`src/rtl/vmem_lane_seq.sv`:
```
// Vector memory sequencer: serialises up to NUM_LANES strided elements onto the
// single data-memory port, yielding the port to the protocol controller on demand.
module vmem_lane_seq #(
    parameter int NUM_LANES  = 4,
    parameter int ADDR_BITS  = 12,
    parameter int DATA_WIDTH = 32,
    parameter int VL_BITS    = $clog2(NUM_LANES + 1)
) (
    input  logic                            clk,
    input  logic                            rst,
    input  logic                            req_valid,
    output logic                            req_ready,
    input  logic                            req_is_store,
    input  logic [ADDR_BITS-1:0]            req_base,
    input  logic [ADDR_BITS-1:0]            req_stride,
    input  logic [VL_BITS-1:0]              req_vl,
    input  logic [NUM_LANES*DATA_WIDTH-1:0] store_data,
    output logic [NUM_LANES*DATA_WIDTH-1:0] load_data,
    output logic                            done,
    output logic                            busy,
    input  logic                            con_req,
    input  logic [ADDR_BITS-1:0]            con_addr,
    input  logic [3:0]                      con_we,
    input  logic [DATA_WIDTH-1:0]           con_wdata,
    output logic                            con_gnt,
    output logic [DATA_WIDTH-1:0]           con_rdata,
    output logic                            mem_en,
    output logic [ADDR_BITS-1:0]            mem_addr,
    output logic [3:0]                      mem_we,
    output logic [DATA_WIDTH-1:0]           mem_wdata,
    input  logic [DATA_WIDTH-1:0]           mem_rdata
);
    // state | meaning
    // IDLE  | waiting for a vector request; port free for the controller
    // ISSUE | one element per cycle unless the controller holds the port
    // DRAIN | load only: waiting for the last read word to be captured
    // DONE  | one-cycle completion pulse
    typedef enum logic [1:0] {IDLE, ISSUE, DRAIN, DONE} state_t;

    localparam logic [VL_BITS-1:0] LANES_VL = VL_BITS'(NUM_LANES);

    state_t                state;
    logic                  is_store;
    logic [ADDR_BITS-1:0]  stride;
    logic [ADDR_BITS-1:0]  cur_addr;
    logic [VL_BITS-1:0]    vl_eff;
    logic [VL_BITS-1:0]    idx;
    logic [VL_BITS-1:0]    cap_tag;
    logic                  cap_valid;
    logic                  issue_fire;
    logic [VL_BITS-1:0]    req_vl_eff;
    logic [DATA_WIDTH-1:0] lane_wdata;

    assign req_ready  = (state == IDLE);
    assign con_gnt    = con_req;
    assign con_rdata  = mem_rdata;
    assign issue_fire = (state == ISSUE) && !con_req;
    assign req_vl_eff = (req_vl > LANES_VL) ? LANES_VL : req_vl;

    always_comb begin
        lane_wdata = '0;
        for (int i = 0; i < NUM_LANES; i++) begin
            if (idx == VL_BITS'(i)) lane_wdata = store_data[i*DATA_WIDTH +: DATA_WIDTH];
        end
    end

    // Controller always wins the port; the vector side only drives it in ISSUE.
    always_comb begin
        mem_en    = 1'b0;
        mem_addr  = '0;
        mem_we    = 4'h0;
        mem_wdata = '0;
        if (con_req) begin
            mem_en    = 1'b1;
            mem_addr  = con_addr;
            mem_we    = con_we;
            mem_wdata = con_wdata;
        end else if (state == ISSUE) begin
            mem_en   = 1'b1;
            mem_addr = cur_addr;
            if (is_store) begin
                mem_we    = 4'hF;
                mem_wdata = lane_wdata;
            end
        end
    end

    always_ff @(posedge clk) begin
        if (rst) begin
            state     <= IDLE;
            is_store  <= 1'b0;
            stride    <= '0;
            cur_addr  <= '0;
            vl_eff    <= '0;
            idx       <= '0;
            cap_tag   <= '0;
            cap_valid <= 1'b0;
            load_data <= '0;
            done      <= 1'b0;
            busy      <= 1'b0;
        end else begin
            done      <= 1'b0;
            cap_valid <= issue_fire && !is_store;
            cap_tag   <= idx;
            // Capture lands one cycle after its issue, whoever owns the port now.
            if (cap_valid) begin
                for (int i = 0; i < NUM_LANES; i++) begin
                    if (cap_tag == VL_BITS'(i)) load_data[i*DATA_WIDTH +: DATA_WIDTH] <= mem_rdata;
                end
            end
            case (state)
                IDLE: begin
                    if (req_valid) begin
                        is_store  <= req_is_store;
                        stride    <= req_stride;
                        cur_addr  <= req_base;
                        vl_eff    <= req_vl_eff;
                        idx       <= '0;
                        load_data <= '0;
                        if (req_vl_eff == '0) begin
                            state <= DONE;
                            done  <= 1'b1;
                        end else begin
                            state <= ISSUE;
                            busy  <= 1'b1;
                        end
                    end
                end
                ISSUE: begin
                    if (!con_req) begin
                        idx      <= idx + VL_BITS'(1);
                        cur_addr <= cur_addr + stride;
                        if (idx == vl_eff - VL_BITS'(1)) begin
                            if (is_store) begin
                                state <= DONE;
                                done  <= 1'b1;
                                busy  <= 1'b0;
                            end else begin
                                state <= DRAIN;
                            end
                        end
                    end
                end
                DRAIN: begin
                    if (cap_valid) begin
                        state <= DONE;
                        done  <= 1'b1;
                        busy  <= 1'b0;
                    end
                end
                default: state <= IDLE;
            endcase
        end
    end
endmodule

```
`config.mk`:
```
export PLATFORM = sky130hd
export DESIGN_NAME = vmem_lane_seq
export DESIGN_NICKNAME = d
export VERILOG_FILES = /design/src/rtl/vmem_lane_seq.sv
export SDC_FILE = /design/constraint.sdc
export NUM_CORES = 1
export LEC_CHECK = 0
export BUFFER_PORTS_ARGS = -buffer_cell sky130_fd_sc_hd__clkbuf_2
export CAP_MARGIN = 0
export CORE_AREA = 4 4 173 175
export DETAILED_ROUTE_END_ITERATION = 8
export DIE_AREA = 0 0 177 179
export SETUP_SLACK_MARGIN = 0.05
export SLEW_MARGIN = 20
export SYNTH_ARGS = -nofsm -noshare
export SYNTH_HDL_FRONTEND = slang
export SYNTH_SLANG_ARGS = --single-unit
```
`constraint.sdc`:
```
create_clock -name clk -period 2.1 [get_ports clk]
set_input_delay 0.105 -clock clk [delete_from_list [all_inputs] [get_ports clk]]
set_output_delay 0.105 -clock clk [all_outputs]
set_load 0.03 [all_outputs]
```
==> results.json <==
{
  "avgSynthCellArea_um2": 7.32,
  "timing.final.ws_setup_ns": -0.141,
  "final_cells": 1981,
  "cts_tree": "done",
  "nets": 1848,
  "place_hpwl_um": 27900,
  "yosysUniqueCellTypes": 54,
  "power.density_mw_per_mm2": 805,
  "cts_buffers": 17,
  "antenna_found_initial": 2,
  "place_congestion": 1.01,
  "postLayoutCellArea_mm2": 0.0128,
  "rsz0062_at_grt": "true",
  "clkTransAtPathRegs_ns": 0.07,
  "finalCritPeriodShare_pct": 107,
  "p_leak_nw": 5.55,
  "clock_path_buffers": 2,
  "outcome": "finished, violations left",
  "syn_area_mm2": 0.00832,
  "synth_ff_type": "dfxtp_1",
  "ctsHtreeMaxLevel": 4,
  "drive_gt1_share_pct": 39.7,
  "holdCritPathClass": "primary input to flop",
  "drtAntennaViolNets": 0,
  "grt_pass1_wl_um": 55800,
  "yosys_warnings": 0,
  "num_rows": 62,
  "period_needed_ns": 2.24,
  "worst-slew-pin-transition_ns": 0.763,
  "synthDominantCellAreaShare_pct": 40.2,
  "routed_via_density": 5.00,
  "grtUsageTotal_pct": 23.0,
  "setup_viol_count_final": 32,
  "vdd_drop_max_v": 0.000546,
  "detail_route.wl_per_cell_um": 19.5,
  "start_util_pct": 29.2,
  "dieArea_mm2": 0.0317,
  "yosysMostFrequentCell": "nand2_1",
  "max-cap-violations": 0,
  "cp.required_ns": 2.00,
  "vias": 9899,
  "io_pins": 453,
  "synth.top_cells.by_count": "nand2_1 (354), dfxtp_1 (167), a21oi_1 (165)",
  "placed_area_mm2": 0.0111,
  "fin_setup_tns_ns": -3.46,
  "clock_latency_ns": 0.43,
  "max_freq_mhz": 446,
  "maxSlewViolCount": 0,
  "die_h_um": 179,
  "relSlewSlack_pct": 49.1,
  "skew_ns": 0.0182,
  "end_kind": "output pin",
  "violations": "setup timing",
  "portBuffers": 452,
  "ys_ff_latch": 167,
  "critPathKind": "flop to output pin",
  "drt-total-wl_um": 38600,
  "syn_nets": 1399,
  "synth.largest_area_cell": "dfxtp_1",
  "yosysSeqAreaShare_pct": 40.2,
  "synth_edf_count": 0,
  "root_buffer": "clkbuf_16",
  "async_flop_share_pct": 0,
  "overflow": 0,
  "cp_data_arrival_time_ns": 2.14,
  "firstDrtPassIters": 5,
  "diodes": 0,
  "synthCells": 1136,
  "cp-start-kind": "flop",
  "fp.dieW_um": 177,
  "cts.sinks": 167,
  "area_growth_pct": 54.1,
  "ys_top_cells_by_area": "dfxtp_1 (40%), nand2_1 (16%), a21oi_1 (9.9%)",
  "grt_pass1_vias": 9648,
  "finalHoldViolCount": 0,
  "placed_cells": 1892,
  "critPathMaxFanout": 16,
  "route.detailed.drc": 0,
  "coreArea_mm2": 0.0285,
  "grt_max_degree": 65,
  "drt_iter0_drc": 585
}
metal layers:
| metal | wire length, um | share of wire [%] | global-route usage, % |
|---|---|---|---|
| met1 | 15400 | 40 | 27.3 |
| met2 | 18700 | 48 | 39.7 |
| met3 | 3050 | 7.9 | 5.93 |
| met4 | 1460 | 3.8 | 9.19 |
| met5 | 25 | 0.065 | 0 |
where the power goes:
part           internal [mW]  leakage (nW)  switching (mW)  total [mW]
clock network           1.57         0.270            1.48        3.05
logic                   1.53          3.93            2.22        3.75
registers               3.36          1.35           0.166        3.53
total                   6.47          5.55            3.86        10.3
flip-flops by register name (all words and copies together), names as in the netlist:
register	cells
cur_addr	12
done	1
is_store	1
busy	1
stride	12
cap_tag	3
idx	3
vl_eff	3
cap_valid	1
load_data	128
state	2
final cells by class:
type,count,area (um2)
Multi-Input combinational cell,833,4700
Fill cell,2862,15600
Timing Repair Buffer,549,3650
Tap cell,384,480
Clock inverter,14,140
Clock buffer,17,425
Sequential cell,167,3360
Inverter,17,68.8
logic make-up after synthesis:
kind of cell	share of synthesized area [%]
AOI/OAI and AO/OA	25.5
xor gates and xnor gates	0.707
adders and majority gates	3.55
buffers and inverters	7.69
DFF	40.2
muxes	0.602
and+or+nand+nor	21.8
worst paths after layout:
| check | from | cells past startpoint | slack [ns] | to |
|---|---|---|---|---|
| setup / recovery | idx[1] | 9 | -0.14 | mem_wdata[22] |
| hold / removal | mem_rdata[0] | 3 | 0.02 | load_data[0] |
| setup reg to reg | vl_eff[0] | 7 | 0.12 | busy |
| hold reg to reg | load_data[103] | 2 | 0.45 | load_data[103] |
critical path, cell delays in order (launching register included):
cell and delay, ns:
dfxtp_4 0.36, inv_4 0.07, ha_4 0.15, buf_4 0.12
and2b_2 0.38, a22oi_1 0.11, nand2_1 0.10, o21ai_0 0.10
o21ai_2 0.15, clkbuf_8 0.17
metrics by stage:
stage                     util [%]  hold WS (ns)  setup WS (ns)  power (mW)
final                         45.0        0.0211         -0.141        10.3
after global routing          45.0        0.0187         -0.273        10.9
after CTS                     44.7      0.000691         -0.215        10.4
after detailed placement      38.9         0.336        -0.0551        6.84
after global placement        38.9         0.332        -0.0249        6.80
after floorplan                  -         0.241        -0.0560        5.66
repair_timing:
action / 4_1_cts / 5_1_grt
hold buffers: 40 / 0
cloned: 6 / 0
setup endpoints to repair: 35 / 56
pin swaps: 15 / 22
setup buffers: 12 / 1
resized for setup: 125 / 51
endpoints found under the hold margin: 106 / 0
cell usage in the layout (no fill, tap or decap), types with 17 or more instances in the layout:
cell / instances
clkbuf_8: 26
buf_4: 36
a32oi_1: 28
ha_1: 17
nand2_1: 352
nor2_1: 33
o21ai_1: 24
dfxtp_1: 160
clkbuf_16: 17
o21ai_2: 47
a21oi_1: 165
a22oi_1: 31
dlygate4sd3_1: 40
clkbuf_2: 416
Note: power is estimated with default switching activity, not from simulation.
